File: src/rtl/movement_mapper_if.sv
// rtl/movement_mapper_if.sv - movement code in, mapped code and update strobe out
interface movement_mapper_if #(
  parameter int W = 4
);
  logic [W-1:0] movement;
  logic [1:0]   mode;
  logic         enable;
  logic [W-1:0] mappedMovement;
  logic         valid;

  modport master (output movement, mode, enable, input mappedMovement, valid);
  modport slave  (input movement, mode, enable, output mappedMovement, valid);
endinterface

File: src/rtl/movement_mapper.sv
// rtl/movement_mapper.sv - synchronise, debounce and transform a movement code
module movement_mapper #(
  parameter int W             = 4,
  parameter int STABLE_CYCLES = 4
) (
  input  logic              clk,
  input  logic              reset_n,
  movement_mapper_if.slave  bus
);
  localparam int CW = (STABLE_CYCLES > 1) ? $clog2(STABLE_CYCLES) : 1;
  localparam logic [CW-1:0] CNT_MAX = CW'(STABLE_CYCLES - 1);

  logic [W-1:0]  sync1_q, sync1_d;
  logic [W-1:0]  sync2_q, sync2_d;
  logic [W-1:0]  candidate_q, candidate_d;
  logic [W-1:0]  stable_q, stable_d;
  logic [W-1:0]  mapped_q, mapped_d;
  logic [CW-1:0] cnt_q, cnt_d;
  logic [1:0]    mode_q, mode_d;
  logic          valid_q, valid_d;
  logic          commit;

  function automatic logic [W-1:0] xform(input logic [W-1:0] x, input logic [1:0] m);
    logic [W-1:0] r;
    r = x;
    case (m)
      2'b00:   r = x;
      2'b01:   r = -x;
      2'b10:   r = ~x;
      default: for (int i = 0; i < W; i++) r[i] = x[W-1-i];
    endcase
    return r;
  endfunction

  always_comb begin
    sync1_d     = bus.movement;
    sync2_d     = sync1_q;
    candidate_d = candidate_q;
    cnt_d       = cnt_q;
    stable_d    = stable_q;
    mapped_d    = mapped_q;
    mode_d      = mode_q;
    valid_d     = 1'b0;

    // Counter keeps running while disabled so a saturated candidate commits on re-enable.
    if (sync2_q != candidate_q) begin
      candidate_d = sync2_q;
      cnt_d       = '0;
    end else if (cnt_q < CNT_MAX) begin
      cnt_d = cnt_q + 1'b1;
    end

    commit = bus.enable && (sync2_q == candidate_q) && (cnt_q == CNT_MAX)
             && (candidate_q != stable_q);

    if (commit) begin
      stable_d = candidate_q;
      mapped_d = xform(candidate_q, bus.mode);
      mode_d   = bus.mode;
      valid_d  = 1'b1;
    end else if (bus.enable && (bus.mode != mode_q)) begin
      mapped_d = xform(stable_q, bus.mode);
      mode_d   = bus.mode;
      valid_d  = 1'b1;
    end
  end

  always_ff @(posedge clk or negedge reset_n) begin
    if (!reset_n) begin
      sync1_q     <= '0;
      sync2_q     <= '0;
      candidate_q <= '0;
      stable_q    <= '0;
      mapped_q    <= '0;
      cnt_q       <= '0;
      mode_q      <= 2'b00;
      valid_q     <= 1'b0;
    end else begin
      sync1_q     <= sync1_d;
      sync2_q     <= sync2_d;
      candidate_q <= candidate_d;
      stable_q    <= stable_d;
      mapped_q    <= mapped_d;
      cnt_q       <= cnt_d;
      mode_q      <= mode_d;
      valid_q     <= valid_d;
    end
  end

  assign bus.mappedMovement = mapped_q;
  assign bus.valid          = valid_q;
endmodule

File: src/flat_wrapper.sv
// flat-port wrapper written by rule: the top's interface ports become plain ports
module movement_mapper_flat 
#(
  parameter int W             = 4,
  parameter int STABLE_CYCLES = 4
)
  (clk, reset_n, bus_movement, bus_mode, bus_enable, bus_mappedMovement, bus_valid);
  movement_mapper_if #(.W(W)) bus_i ();
  input  logic clk;
  input  logic reset_n;
  input wire logic [$bits(bus_i.movement)-1:0] bus_movement;
  input wire logic [$bits(bus_i.mode)-1:0] bus_mode;
  input wire logic [$bits(bus_i.enable)-1:0] bus_enable;
  output wire logic [$bits(bus_i.mappedMovement)-1:0] bus_mappedMovement;
  output wire logic [$bits(bus_i.valid)-1:0] bus_valid;
  assign bus_i.movement = bus_movement;
  assign bus_i.mode = bus_mode;
  assign bus_i.enable = bus_enable;
  assign bus_mappedMovement = bus_i.mappedMovement;
  assign bus_valid = bus_i.valid;
  movement_mapper #(.W(W), .STABLE_CYCLES(STABLE_CYCLES)) u_core (.clk(clk), .reset_n(reset_n), .bus(bus_i));
endmodule
File: config.mk
export PLATFORM = sky130hd
export DESIGN_NAME = movement_mapper_flat
export DESIGN_NICKNAME = d
export VERILOG_FILES = /design/src/rtl/movement_mapper_if.sv /design/src/rtl/movement_mapper.sv /design/src/flat_wrapper.sv
export SDC_FILE = /design/constraint.sdc
export NUM_CORES = 1
export LEC_CHECK = 0
export BUFFER_PORTS_ARGS = -buffer_cell sky130_fd_sc_hd__clkbuf_2
export CAP_MARGIN = 5
export CELL_PAD_IN_SITES_DETAIL_PLACEMENT = 1
export CELL_PAD_IN_SITES_GLOBAL_PLACEMENT = 1
export CORE_UTILIZATION = 41
export DETAILED_ROUTE_END_ITERATION = 8
export HOLD_SLACK_MARGIN = 0.15
export PLACE_DENSITY = 0.8
export SKIP_CTS_REPAIR_TIMING = 1
export SYNTH_ARGS = -nofsm -noshare
export SYNTH_HDL_FRONTEND = slang
export SYNTH_SLANG_ARGS = --single-unit
export TNS_END_PERCENT = 5
File: constraint.sdc
create_clock -name clk -period 1.79 [get_ports clk]
set_clock_uncertainty 0.15 [all_clocks]
set_input_delay 0.358 -clock clk [delete_from_list [all_inputs] [get_ports clk]]
set_output_delay 0.358 -clock clk [all_outputs]
set_load 0.05 [all_outputs]
# == Word-level counts from Yosys, hierarchy flattened ==
# Index checks and enable logic that the tools add are counted.
# W data, S select, Z words.
# totals
reg_bits,25
in_bits,9
output_inout_bits,5
# op_classes
n_addsub,3
order_cmp,1
eq_ne,7
mux,10
n_bitwise,2
reduce_logical,7
# op_table
op,n
$pmux W4 S3,2
$mux W2,4
$mux W4,2
$ne A4 B4 Y1,2
$neg A4 Y4,2
$not A4 Y4,2
$eq A2 B2 Y1 const B,2
$eq A4 B4 Y1,1
$logic_and A1 B1 Y1,4
$reduce_bool A2 Y1,2
$add A2 B1 Y2 const B,1
$eq A2 B1 Y1 const B,1
$logic_not A2 Y1,1
$lt A2 B2 Y1 const B,1
$mux W1,2
$ne A2 B2 Y1,1

# == Logic depth before layout (Yosys ltp) ==
# Gate-level depths: netlist of run 1.
# logic_depth
ltp_word,5
depth_mapped,8
depth_no_buf,7

# == Worst setup path after synthesis of run 1 ==
# OpenSTA, ideal clock, no wires.
# synth_path
path_type,register to register
start,reg u_core.candidate_q[3]
end,reg u_core.mapped_q[2] (netlist: u_core.bus.mappedMovement[2])
arrival_ns,1.505
t_required_ns,1.515
path_slack_ns,0.010
stages_incl_launch_ff,5
n_path_buf,1
cell_sequence,dfrtp_1 > buf_6 > xor2_2 > o41ai_4 > mux2_4
# synth_between
elab_chain_cells,5
word_cells_on_any_way,7
# synth_rtl
element,line,text
"start, declared",movement_mapper.sv:15,"logic [W-1:0] candidate_q, candidate_d;"
"start signal, assigned",movement_mapper.sv:81,candidate_q <= candidate_d;
$eq A4 B4 Y1,movement_mapper.sv:53,commit = bus.enable && (sync2_q == candidate_q) && (cnt_q == CNT_MAX)
$logic_and A1 B1 Y1 (2 in series),movement_mapper.sv:53,
$logic_and A1 B1 Y1 *,movement_mapper.sv:54,&& (candidate_q != stable_q);
$mux W4 / $reduce_bool A2 Y1 (equally long branches),--,
"end signal, assigned",movement_mapper.sv:83,mapped_q <= mapped_d;
"end, declared",movement_mapper.sv:17,"logic [W-1:0] mapped_q, mapped_d;"
# Every way passes the cells marked *; elsewhere a longest branch is shown, timed or not.
# A chain may end at the register's enable or synchronous reset.

# == Final worst setup path of run 1 ==
# layout_path
start,reg u_core.stable_q[1]
end,reg u_core.mapped_q[0] (netlist: u_core.bus.mappedMovement[0])
# layout_between
elab_chain_cells,3
word_cells_on_any_way,4
# layout_rtl
element,line,text
"start, declared",movement_mapper.sv:16,"logic [W-1:0] stable_q, stable_d;"
"start signal, assigned",movement_mapper.sv:82,stable_q <= stable_d;
$ne A4 B4 Y1 *,movement_mapper.sv:54,
$logic_and A1 B1 Y1 *,movement_mapper.sv:54,
$mux W4 / $reduce_bool A2 Y1 (equally long branches),--,
# Marked as above.

==> results.json, run 1 <==
{
  "syn-cell-area_um2": 1360,
  "rsz0062_at_grt": "yes",
  "drt_iter0_drc": 34,
  "cts_sinks": 25,
  "fp.dieW_um": 59.7,
  "fmax_mhz": 561,
  "avgSynthCellArea_um2": 11.0,
  "timing.hold.ws_ns": 0.179,
  "antenna_left": 0,
  "setup_viol": 0,
  "worst-setup-path-type": "flip-flop to flip-flop",
  "yosysWarnings": 0,
  "powerDensity_nw_per_um2": 718,
  "synth-seq-cells": 25,
  "vias_per_cell": 5.16,
  "clkTransAtPathRegs_ns": 0.16,
  "syn-num-nets": 136,
  "endpoint_kind": "flip-flop",
  "min_period_ns": 1.78,
  "power_mw": 1.21,
  "final_cells": 199,
  "drive_gt1_share_pct": 40.0,
  "ctsHtreeMaxLevel": 1,
  "cts_tree": "built",
  "synthToLayoutAreaGrowth_pct": 23.9,
  "antenna_found_initial": 0,
  "gr-total-overflow": 0,
  "fp.dieArea_um2": 3560,
  "drv_slew": 0,
  "grt_max_degree": 26,
  "dp_hpwl_um": 2240,
  "core_um2": 3100,
  "yosysUniqueCellTypes": 39,
  "fin_crit_sh_pct": 99.6,
  "pin_count": 14,
  "vias": 1026,
  "tightest_slew_ns": 0.620,
  "wire_per_inst_um": 15.5,
  "ir_drop_mv": 0.464,
  "gp_congestion": 0.820,
  "ys_seq_area_share_pct": 45.9,
  "hold_viol": 0,
  "n_antenna_cell": 0,
  "start_kind": "flip-flop",
  "maxCapViolCount": 0,
  "first_pass_iters": 4,
  "cp_max_fo": 5,
  "crit_arrival_ns": 1.90,
  "drt_wl_total_um": 3090,
  "clk_path_buf_depth": 2,
  "initial_core_util_pct": 44.0,
  "port_buffers": 13,
  "drc": 0,
  "grt_pass1_vias": 1033,
  "outcome": "finished, final reports clean",
  "finalSetupTns_ns": 0,
  "grt_use_total_pct": 18.8,
  "grt_pass1_wl_um": 4890,
  "slew_headroom_pct": 58.6,
  "rows": 20,
  "cts-buffers-inserted": 3,
  "leakage_nw": 0.799,
  "finalNetCount": 168,
  "cts_root_buf": "clkbuf_4",
  "min_path_type": "primary input to flip-flop",
  "syn_inst": 124,
  "worstPathRequired_ns": 1.91,
  "clk_latency_ns": 0.33,
  "die_y_um": 59.7,
  "dp_cells": 183
}
==> sequential cells by signal, summed over array words and instances (netlist names) <==
register,flops
u_core.mode_q,2
u_core.sync2_q,4
u_core.candidate_q,4
u_core.bus.valid,1
u_core.bus.mappedMovement,4
u_core.cnt_q,2
u_core.sync1_q,4
u_core.stable_q,4
==> synth_stat cells, drive strengths merged <==
| master | count | share of area (%) |
|---|---|---|
| o21ai | 10 | 3.9 |
| o221ai | 1 | 0.64 |
| xor2 | 7 | 5.0 |
| o21bai | 1 | 0.55 |
| buf | 8 | 4.1 |
| nor2 | 11 | 3.6 |
| clkbuf | 4 | 1.1 |
| nand3 | 1 | 0.37 |
| mux2i | 4 | 2.9 |
| o31ai | 1 | 0.55 |
| nor2b | 2 | 0.92 |
| nand4 | 1 | 0.92 |
| or2 | 1 | 0.46 |
| nand2b | 4 | 1.8 |
| o32ai | 1 | 0.64 |
| nor3b | 1 | 0.55 |
| a211oi | 3 | 1.7 |
| a211o | 1 | 0.64 |
| o41ai | 1 | 2.0 |
| xnor2 | 5 | 5.4 |
| inv | 4 | 1.1 |
| a311oi | 1 | 0.64 |
| dfrtp | 25 | 46 |
| o2bb2ai | 1 | 0.64 |
| ha | 3 | 2.8 |
| a31oi | 1 | 0.46 |
| nand2 | 9 | 2.5 |
| a21oi | 4 | 1.5 |
| mux2 | 6 | 5.5 |
| a21o | 2 | 1.2 |
==> stage by stage <==
stage | util (%) | area (µm²) | setup WS [ns]
final | 54.5 | 1690 | 0.00738
after global routing | 54.5 | 1690 | -0.0474
after CTS | 50.3 | 1560 | -0.0796
after floorplan | - | 1360 | 0.0103
after detailed placement | 49.3 | 1530 | -0.0436
after global placement | 49.3 | 1530 | 0.0418
==> critical path: stages, from the launching register on <==
cell and delay [ns]:
dfrtp_2 0.48, xor2_1 0.21, o41ai_4 0.51, buf_4 0.19, mux2i_1 0.18
==> where the power goes <==
| part | switching (mW) | internal [mW] |
|---|---|---|
| logic | 0.175 | 0.116 |
| registers | 0.0298 | 0.605 |
| clock network | 0.196 | 0.0913 |
==> path summary, 6_finish.rpt <==
kind | start | to | slack (ns) | cells past startpoint
hold reg to reg | u_core.sync1_q[1] | u_core.sync2_q[1] | 0.22 | 0
setup reg to reg | u_core.stable_q[1] | u_core.bus.mappedMovement[0] | 0.007 | 4
setup / recovery | u_core.stable_q[1] | u_core.bus.mappedMovement[0] | 0.007 | 4
hold / removal | bus_enable | u_core.mode_q[1] | 0.18 | 2
max in group asynchronous | reset_n | u_core.stable_q[1] | 0.65 | 2
min in group asynchronous | reset_n | u_core.bus.mappedMovement[0] | 0.40 | 2
==> placed cells by master, fill, tap and decap left out, types with 2 or more instances in the layout <==
master	Yosys	routed
xor2_1	6	5
inv_1	4	3
dfrtp_2	0	5
o21ai_0	9	8
dlygate4sd3_1	0	5
dfrtp_1	25	20
xor2_2	1	2
buf_4	2	19
a21oi_1	4	4
nor2_1	10	10
nor2b_1	2	2
nand2b_1	4	4
buf_12	0	2
a211oi_1	3	3
mux2i_1	4	4
xnor2_2	4	4
clkbuf_2	0	13
ha_1	3	3
mux2_2	4	4
clkbuf_4	0	3
nand2_1	9	9
mux2_4	2	2
==> logic make-up after synthesis <==
| family | count (synthesis) | synth area share [%] |
|---|---|---|
| AOI/OAI and AO/OA | 28 | 15.0 |
| xor gates and xnor gates | 12 | 10.5 |
| adders and majority gates | 3 | 2.75 |
| buffers and inverters | 16 | 6.33 |
| DFF | 25 | 45.9 |
| muxes | 10 | 8.44 |
| and+or+nand+nor | 30 | 11.1 |
==> cell type report <==
| class | instances | area [µm²] |
|---|---|---|
| clock buffers | 3 | 22.5 |
| clock inverters | 1 | 8.76 |
| repair buffers | 39 | 298 |
| inverters | 4 | 15.0 |
| well taps | 44 | 55.1 |
| multi-input cells | 83 | 659 |
| fillers | 371 | 1410 |
| flip-flops and latches | 25 | 632 |
==> layer usage <==
| metal | track usage, % | vias to the layer above | wire, µm |
|---|---|---|---|
| met5 | 0 | - | 0 |
| met2 | 31.6 | 21 | 1590 |
| met1 | 24.5 | 518 | 1400 |
| met4 | 6.64 | 0 | 33 |
| met3 | 3.03 | 4 | 64 |
| li1 | - | 483 | - |
Power figures use the tool's default switching activity.
==> inputs of run 2 (changes only) <==
==> constraint.sdc (replaced) <==
create_clock -name clk -period 1.6 [get_ports clk]
set_clock_uncertainty 0.15 [all_clocks]
set_input_delay 0.32 -clock clk [delete_from_list [all_inputs] [get_ports clk]]
set_output_delay 0.32 -clock clk [all_outputs]
set_load 0.05 [all_outputs]
==> run 2 against run 1 <==
Against the previous run: the run now ends with negative setup slack left; fmax increased by 1.0%; cell area up 0.96%; final cell count grew 2.0%; sequential power up 12%; clock-buffer cell count unchanged; setup slack got worse by 0.17 ns; total power rose by 13%; routed wire length increased by 5.4%; critical path type unchanged.
==> results.json, run 2 (same netlist as run 1, synthesis figures left out) <==
{
  "fillCellCount": 363,
  "hold_viol": 0,
  "drt_wl_total_um": 3250,
  "drive_gt1_share_pct": 41.5,
  "p_comb_share_pct": 24.1,
  "fin_crit_sh_pct": 110,
  "pin_count": 14,
  "tightest_slew_ns": 0.627,
  "grt_pass1_vias": 1079,
  "r2r_slack_ns": -0.16,
  "vias": 1002,
  "worstPathRequired_ns": 1.74,
  "core_um2": 3100,
  "finalNetCount": 172,
  "rsz0062_at_grt": "yes",
  "rows": 20,
  "grt_pass1_wl_um": 5180,
  "clk_latency_ns": 0.35,
  "critical-path-max-stage-delay_ns": 0.50,
  "timing.hold.ws_ns": 0.157,
  "cts_tree": "built",
  "gr-total-overflow": 0,
  "clk_path_buf_depth": 2,
  "p_switching_mw": 0.456,
  "synthToLayoutAreaGrowth_pct": 25.1,
  "grt_use_total_pct": 20.8,
  "port_buffers": 13,
  "leakage_nw": 0.814,
  "sw_frac_of_total_pct": 33.4,
  "vias_per_cell": 4.94,
  "cts_sinks": 25,
  "n_antenna_cell": 0,
  "p_int_mw": 0.910,
  "layout_common_cells": "buf_4, dfrtp_1, clkbuf_2",
  "fp.dieW_um": 59.7,
  "power_mw": 1.37,
  "wire_per_inst_um": 16.0,
  "outcome": "complete, but fails checks",
  "start_kind": "flip-flop",
  "violations": "negative setup slack",
  "endpoint_kind": "flip-flop",
  "grt_max_degree": 26,
  "maxCapViolCount": 0,
  "ctsHtreeMaxLevel": 1,
  "first_pass_iters": 4,
  "initial_core_util_pct": 44.0,
  "utilization_pct": 55.0,
  "slowest_stage": "dfrtp_2",
  "die_y_um": 59.7,
  "slew_headroom_pct": 58.2,
  "dp_hpwl_um": 2370,
  "crit_chain": "xor2_2 -> o41ai_4 -> buf_4 -> mux2i_1",
  "multi_input_area_um2": 667,
  "setup_viol": 7,
  "cts_root_buf": "clkbuf_4",
  "cp_max_fo": 5,
  "antenna_found_initial": 0,
  "drv_slew": 0,
  "place_ws_ns": -0.196,
  "powerDensity_nw_per_um2": 800,
  "final_common_cell": "buf_4",
  "ir_drop_mv": 0.580,
  "clkTransAtPathRegs_ns": 0.16,
  "fmax_mhz": 567,
  "ff_latch_area_um2": 633,
  "worst_slack_ns": -0.164,
  "fp.dieArea_um2": 3560,
  "drt_iter0_drc": 46,
  "antenna_left": 0,
  "p_seq_share_pct": 52.0,
  "gp_congestion": 0.784,
  "min_path_type": "primary input to flip-flop",
  "min_period_ns": 1.76,
  "crit_arrival_ns": 1.90,
  "p_clk_share_pct": 23.9,
  "drc": 0,
  "worst-setup-path-type": "flip-flop to flip-flop",
  "cts-buffers-inserted": 3
}
run 2: changes by cell type in the layout (fill, tap and decap cells not counted), sizes merged:
cell         delta
buf             +3
dlygate4sd3     +1
run 2: power groups by stage:
stage,combinational [mW],sequential [mW],clock (mW)
after floorplan,0.151,0.790,0
after global placement,0.303,0.718,0
after detailed placement,0.316,0.722,0
after CTS,0.318,0.710,0.334
after global routing,0.358,0.715,0.355
final,0.329,0.710,0.327
run 2: worst paths after layout:
path,from,to,cells after the start
max in group asynchronous,reset_n,u_core.candidate_q[0],2
max reg2reg,u_core.candidate_q[0],u_core.bus.mappedMovement[0],4
min reg2reg,u_core.sync1_q[3],u_core.sync2_q[3],0
max,u_core.candidate_q[0],u_core.bus.mappedMovement[0],4
min in group asynchronous,reset_n,u_core.stable_q[2],2
min,bus_mode[0],u_core.mode_q[0],2
run 2: worst max-delay path, delay by kind of cell, from the launching register on:
family                    cells  cell delay [ns]
AOI/OAI and AO/OA             1             0.48
xor gates and xnor gates      1             0.18
buffers and inverters         1             0.22
DFF                           1             0.50
muxes                         1             0.18
run 2: final cells by class:
type                            count  share of cell area [%]
Clock buffer                        3                    1.32
Clock inverter                      1                   0.513
Inverter                            4                   0.880
Multi-Input combinational cell     83                    39.1
Sequential cell                    25                    37.1
Tap cell                           44                    3.23
Timing Repair Buffer               43                    17.9
run 2: per-stage QoR:
step	area (µm²)	setup TNS, ns	std cells
2_1_floorplan	1380	-0.335	124
3_3_place_gp	1590	-0.728	191
3_5_place_dp	1590	-1.06	191
4_1_cts	1620	-1.32	195
5_1_grt	1710	-1.51	203
6_report	1710	-0.747	203
run 2: layer usage:
layer	GRT usage, %	wire length [µm]	vias to the layer above
met1	26.4	1420	492
met5	0	0	-
met2	34.8	1700	17
met3	3.03	74	5
li1	-	-	488
met4	10.3	54	0
